**src/rtl/audio_output_stream.sv**
```systemverilog
// Sample FIFO between a CPU writer and an Avalon-ST codec sink, with prefill and underrun handling.
// Optional AUDIO_OUT_HOLD_LAST_EN: repeat the last popped sample instead of silence when starved.
module audio_output_stream #(
   parameter int DEPTH   = 16,
   parameter int PREFILL = 8
) (
   input  logic                     clk,
   input  logic                     rst,
   input  logic                     write_req,
   input  logic [31:0]              write_data,
   output logic                     write_ready,
   input  logic                     play_en,
   input  logic                     flush,
   output logic [15:0]              dac_data,
   output logic                     dac_valid,
   input  logic                     dac_ready,
   output logic [$clog2(DEPTH):0]   fill_level,
   output logic [15:0]              underrun_cnt,
   output logic [1:0]               state
);

   // state  | meaning
   // IDLE   | playback disabled, sink sees no valid data
   // FILL   | waiting for PREFILL samples, sink is fed the filler
   // STREAM | FIFO head is streamed to the sink
   typedef enum logic [1:0] {
      IDLE   = 2'd0,
      FILL   = 2'd1,
      STREAM = 2'd2
   } state_t;

   localparam int AW = $clog2(DEPTH);
   localparam logic [AW:0] FULL_LVL    = (AW+1)'(DEPTH);
   localparam logic [AW:0] PREFILL_LVL = (AW+1)'(PREFILL);

   state_t           state_q, state_d;
   logic [15:0]      mem [DEPTH];
   logic [AW-1:0]    wr_ptr, rd_ptr;
   logic             push, pop, underrun, in_stream, fifo_empty;
   logic [15:0]      head, filler;
   logic             unused_ok;

   assign unused_ok   = ^write_data[31:16];
   assign in_stream   = (state_q == STREAM);
   assign fifo_empty  = (fill_level == '0);
   assign write_ready = (fill_level != FULL_LVL);
   assign push        = write_req & write_ready & ~flush;
   assign pop         = in_stream & dac_ready & ~fifo_empty & ~flush;
   assign underrun    = in_stream & dac_ready & fifo_empty;
   assign head        = mem[rd_ptr];

   always_ff @(posedge clk) begin
      if (push) mem[wr_ptr] <= write_data[15:0];
   end

   always_ff @(posedge clk or posedge rst) begin
      if (rst) begin
         wr_ptr     <= '0;
         rd_ptr     <= '0;
         fill_level <= '0;
      end else if (flush) begin
         wr_ptr     <= '0;
         rd_ptr     <= '0;
         fill_level <= '0;
      end else begin
         if (push) wr_ptr <= wr_ptr + 1'b1;
         if (pop)  rd_ptr <= rd_ptr + 1'b1;
         case ({push, pop})
            2'b10:   fill_level <= fill_level + 1'b1;
            2'b01:   fill_level <= fill_level - 1'b1;
            default: fill_level <= fill_level;
         endcase
      end
   end

   always_ff @(posedge clk or posedge rst) begin
      if (rst)                                   underrun_cnt <= '0;
      else if (underrun && underrun_cnt != 16'hFFFF) underrun_cnt <= underrun_cnt + 16'd1;
   end

`ifdef AUDIO_OUT_HOLD_LAST_EN
   // Flush deliberately leaves the held sample alone so the output stays continuous.
   logic [15:0] hold_q;
   always_ff @(posedge clk or posedge rst) begin
      if (rst)      hold_q <= '0;
      else if (pop) hold_q <= head;
   end
   assign filler = hold_q;
`else
   assign filler = 16'h0000;
`endif

   always_ff @(posedge clk or posedge rst) begin
      if (rst) state_q <= IDLE;
      else     state_q <= state_d;
   end

   always_comb begin
      state_d = state_q;
      if (!play_en) begin
         state_d = IDLE;
      end else begin
         case (state_q)
            IDLE:    state_d = FILL;
            FILL:    if (fill_level >= PREFILL_LVL) state_d = STREAM;
            STREAM:  if (underrun) state_d = FILL;
            default: state_d = IDLE;
         endcase
      end
   end

   assign state     = state_q;
   assign dac_valid = (state_q != IDLE);
   assign dac_data  = (in_stream && !fifo_empty) ? head : filler;

endmodule

```
**config.mk**
```make
export PLATFORM = sky130hd
export DESIGN_NAME = audio_output_stream
export DESIGN_NICKNAME = d
export VERILOG_FILES = /design/src/rtl/audio_output_stream.sv
export SDC_FILE = /design/constraint.sdc
export NUM_CORES = 1
export LEC_CHECK = 0
export ABC_CLOCK_PERIOD_IN_PS = 3950
export CORE_UTILIZATION = 30
export CTS_CLUSTER_DIAMETER = 200
export DETAILED_ROUTE_END_ITERATION = 10
export RECOVER_POWER = 25
export SLEW_MARGIN = 10
export SYNTH_ARGS = -nofsm -noshare
export SYNTH_HDL_FRONTEND = slang
export SYNTH_SLANG_ARGS = --single-unit
```
**constraint.sdc**
```tcl
create_clock -name clk -period 3.95 [get_ports clk]
set_clock_uncertainty 0.05 [all_clocks]
set_input_delay 0.79 -clock clk [delete_from_list [all_inputs] [get_ports clk]]
set_output_delay 0.79 -clock clk [all_outputs]
set_load 0.005 [all_outputs]
```
[Word-level counts from Yosys, hierarchy flattened]
Memory sizes are Yosys's and may differ from the RTL's.
Cells that the tools add are included.
Operators by class
  bitwise operators: 8
  order comparisons: 1
  mux-type cells: 13
  $add $sub $neg: 5
  reductions and logical operators: 10
  $mul: 0
  shift-type cells: 0
  equality and inequality tests: 8
  div/mod/pow operators: 0
Operators with widths (count)
  $add A16 B1 Y16 const B: 1
  $mux W16: 1
  $mux W4: 4
  $ne A16 B16 Y1 const B: 1
  $pmux W5 S2: 1
  $add A4 B1 Y4 const B: 2
  $and A1 B1 Y1: 6
  $mux W2: 3
  $ne A3 B3 Y1 const B: 2
  $pmux W2 S3: 1
  $reduce_bool A2 Y1: 3
  $add A5 B1 Y5 const B: 1
  $ge A5 B4 Y1 const B: 1
  $logic_not A5 Y1: 1
  $mux W5: 1
  $ne A5 B5 Y1 const B: 1
  $sub A5 B1 Y5 const B: 1
  $eq A2 B1 Y1 const B: 2
  $eq A2 B2 Y1 const B: 2
  $reduce_bool A3 Y1: 1
  $logic_and A1 B1 Y1: 2
  $logic_not A2 Y1: 1
  $mux W1: 2
  $not A1 Y1: 2
  other kinds (2): 2
Word-level totals
  register bits after elaboration: 31
  bits in latches: 0
  memory bits (writable): 256
  output and inout port bits: 41
  memories: 1
  ROM bits: 0
Memories
  mem: depth 16, width 16, read ports 1, clocked after Yosys merged registers in 0, wr ports 1, line 37  | logic [15:0] mem [DEPTH];

[Logic depth before layout (Yosys ltp)]
  depth after elaboration: 7
  depth in mapped cells: 11
  gate-level depth less buffers: 10

[Worst setup path after synthesis]
Ideal clock, no wire load.
  kind: register -> output
  start point: register rd_ptr[0]
  end point: output dac_data[3]
  slack: 1.040 ns
  data required time: 3.110 ns
  cell stages (with the launch flop): 6
  arrival time: 2.070 ns
  cell sequence: dfrtp_1 buf_2 buf_2 mux4_2 mux4_2 and2b_1
Between the ends
  cells in the longest elaborated chain, start to end: 2
RTL lines
  start, declared: line 38  | logic [AW-1:0] wr_ptr, rd_ptr;
  start signal, assigned: line 67  | if (pop) rd_ptr <= rd_ptr + 1'b1;
  $mem_v2 Z16 W16
  $mux W16: line 114  | assign dac_data = (in_stream && !fifo_empty) ? head : filler;
  end, declared: line 14  | output logic [15:0] dac_data,
No other way between the ends.

[Worst setup path after layout]
  start point: register rd_ptr[0]
  end point: output dac_data[15]
Same word-level chain as after synthesis.

==> reports/results.txt <==
Final hold violation count - 0
Die Height - 198 um
CP required - 3110 ps
Global placement routability congestion - 0.695
Total power - 6.17 mW
GRT Residual Overflow - 0
Most used routing layer - met2
Critical path class - reg -> out
Fill cell count - 3447
Maximum VDD drop - 0.307 mV
Clock-pin transition on the worst setup and hold timing paths - 60 ps
Post-Syn Nets - 625
Slowest stage delay, CP - 540 ps
# nets final - 728
H-tree depth - 1
Post-synthesis xor/xnor area fraction - 1.60%
Ys async rst share - 10.8%
Least-Margin Pin Slew - 843 ps
Seq cells post-synth - 287
Total GRT Usage - 12.6%
Relative slew slack - 43.8%
Most frequent cells in the layout - edfxtp_1, mux4_2, clkdlybuf4s50_1, clkbuf_16
Post-Syn Area - 0.0115 sq mm
CP endpoint kind - output port
Remaining design rule violation count - 0
Placement Setup Slack - 557 ps
Post-synthesis sequential area ratio - 73.5%
# setup viols final - 0
WL per Instance - 19.9 um
Final worst-path cycle share - 97.3%
GR Layer Usage met2 - 21.7%
Die area - 0.0392 sq mm
Detailed-route vias per instance - 4.66
Crit path cell chain - buf_16 > mux4_2 > mux4_2 > nor2b_1 > clkdlybuf4s50_1
Pins over their slew limit - 0
Min Tclk post-route - 3840 ps
TritonCTS Buffers - 30
Leakage - 4.49 nW
Worst path slowest cell - mux4_2
IO Count - 79
Endpoint, Worst Hold - underrun_cnt[9]
Hold Path Origin - underrun_cnt[9]
M1 GR Usage - 16.5%
Post-DP HPWL - 14.4 mm
Clk sink count - 287
Largest family of logic cells by synthesized area - multiplexers
R2r setup slk - 1080 ps
Unrepaired setup endpoints after global routing - no
Antenna Nets Post-Route - 0
Hold path cells - 1
CTS Buffer Depth - 3
Top FF cell, synth - edfxtp_1
Port bufs - 62
EDFF count, synth - 256
Worst-Skew Late Latency - 550 ps
Ant. Diodes - 0
Mux share of post-synthesis cell area - 15.9%
Worst hold slack - 445 ps
Max-Cap Viols - 0
Initial core utilization - 30.5%
Most common cell after layout, fill and taps aside - edfxtp_1
Drt pass-1 iters - 6
Met3 usage in global routing - 2.30%
Total wire length - 24.1 mm
Synth warn - 0
Syn avg cell area - 19.9 sq um
CTS tree - built
Initial antenna violation count - 0
Largest net degree at the start of global routing - 65
Via Count - 5656
Reg-to-reg startpoint - fill_level[3]
Worst Path Max Fanout - 25
Synth Area in Adders - 0.869%
Fmax - 260 MHz
Vias in the first global route - 5834
Layout cells sized above 1 - 26.3%
CORE AREA - 0.0378 sq mm
CP Launch Type - register
Min-delay worst type - reg -> reg
Pwr per Cell Area - 440 mW/mm^2
Total negative slack - 0 ps
Hold-fix buffers, CTS - 0
Final setup margin - 108 ps
FP Rows - 71
Die width - 198 um
Cells after Synth - 579
Compound-Gate Fraction of Synth Area - 1.43%
Kind of cell adding the most delay to the critical path - multiplexers
Detailed Route Iter0 Violations - 512
WP buf/inv - 2
Crit path top cell by count - mux4_2
Root buffer cell - clkbuf_16
Worst Reg-to-Reg Cells - 10
Synth cell types - 47
Status - finished, final reports clean
Synth Area in Simple Gates - 5.43%
First-pass GRT wire length - 36.8 mm
R2r endpoint - fill_level[4]
Crit path DAT - 3000 ps
P&R area growth vs syn - 21.5%
[timing repair]
item,in CTS,in global routing
cloned,0,0
endpoints found under the setup margin,10,2
gates resized for setup,1,3
setup buffers,2,0
hold endpoints to repair,0,0
[kinds of logic (layout without fill, tap and decap cells)]
kind of cell,count (synthesis),in the layout
XOR/XNOR,21,21
adder cells (fa/ha/maj),8,8
AO/OA/AOI/OAI,23,23
flip-flops,287,287
AND/OR/NAND/NOR,123,123
multiplexers,83,83
buffers and inverters,34,158
[synthesized netlist by cell type, drive strengths merged, types with 4 or more instances]
cell	instances	area, sq um
nand2	29	109
edfxtp	256	7690
mux4	80	1800
xnor2	11	96.3
nor2	35	131
clkbuf	15	57.6
nor3	13	75.1
nor2b	14	87.6
a21oi	8	43.8
inv	7	26.3
nand4	4	25.0
buf	12	65.1
dfrtp	31	776
xor2	10	87.6
nand2b	5	38.8
nand3	4	20.0
ha	8	100
[stage by stage]
stage,cell area (sq um),util [%],instances
CTS,14000,37.1,1214
global placement,13100,34.6,1159
global route,14000,37.1,1214
floorplan,11500,-,579
finish,14000,37.1,1214
detailed placement,13100,34.6,1159
[power by group]
part,internal [mW],switching (mW)
clock network,1.49,1.12
registers,3.34,0.0222
logic,0.0913,0.106
total,4.92,1.25
[metal layers]
metal / wire [um] / vias up
li1: - / 2539
met1: 9850 / 2960
met2: 12200 / 124
met3: 1530 / 33
met4: 523 / 0
met5: 0 / -
[final cells by class]
| type | instances | area [sq um] | share of cell area, % |
|---|---|---|---|
| Multi-Input combinational cell | 258 | 2960 | 21.2 |
| Tap cell | 511 | 639 | 4.57 |
| Inverter | 7 | 26.3 | 0.188 |
| Timing Repair Buffer | 98 | 1010 | 7.19 |
| Sequential cell | 287 | 8470 | 60.5 |
| Clock buffer | 38 | 802 | 5.73 |
| Clock inverter | 15 | 97.6 | 0.697 |
[how the worst max path moves through the flow]
stage | from | end | slack (ps) | cells after the start
floorplan | rd_ptr[0] | dac_data[3] | 1040 | 5
global placement | flush | fill_level[4] | 560 | 11
detailed placement | rd_ptr[0] | dac_data[7] | 560 | 5
CTS | rd_ptr[0] | dac_data[13] | 40 | 5
global route | rd_ptr[0] | dac_data[15] | 10 | 5
finish | rd_ptr[0] | dac_data[15] | 110 | 5
[state kept, by name (all words and copies together) (netlist names)]
register / cells
mem: 256
rd_ptr: 4
underrun_cnt: 16
wr_ptr: 4
state: 2
fill_level: 5
Note: power is estimated with default switching activity, not from simulation.
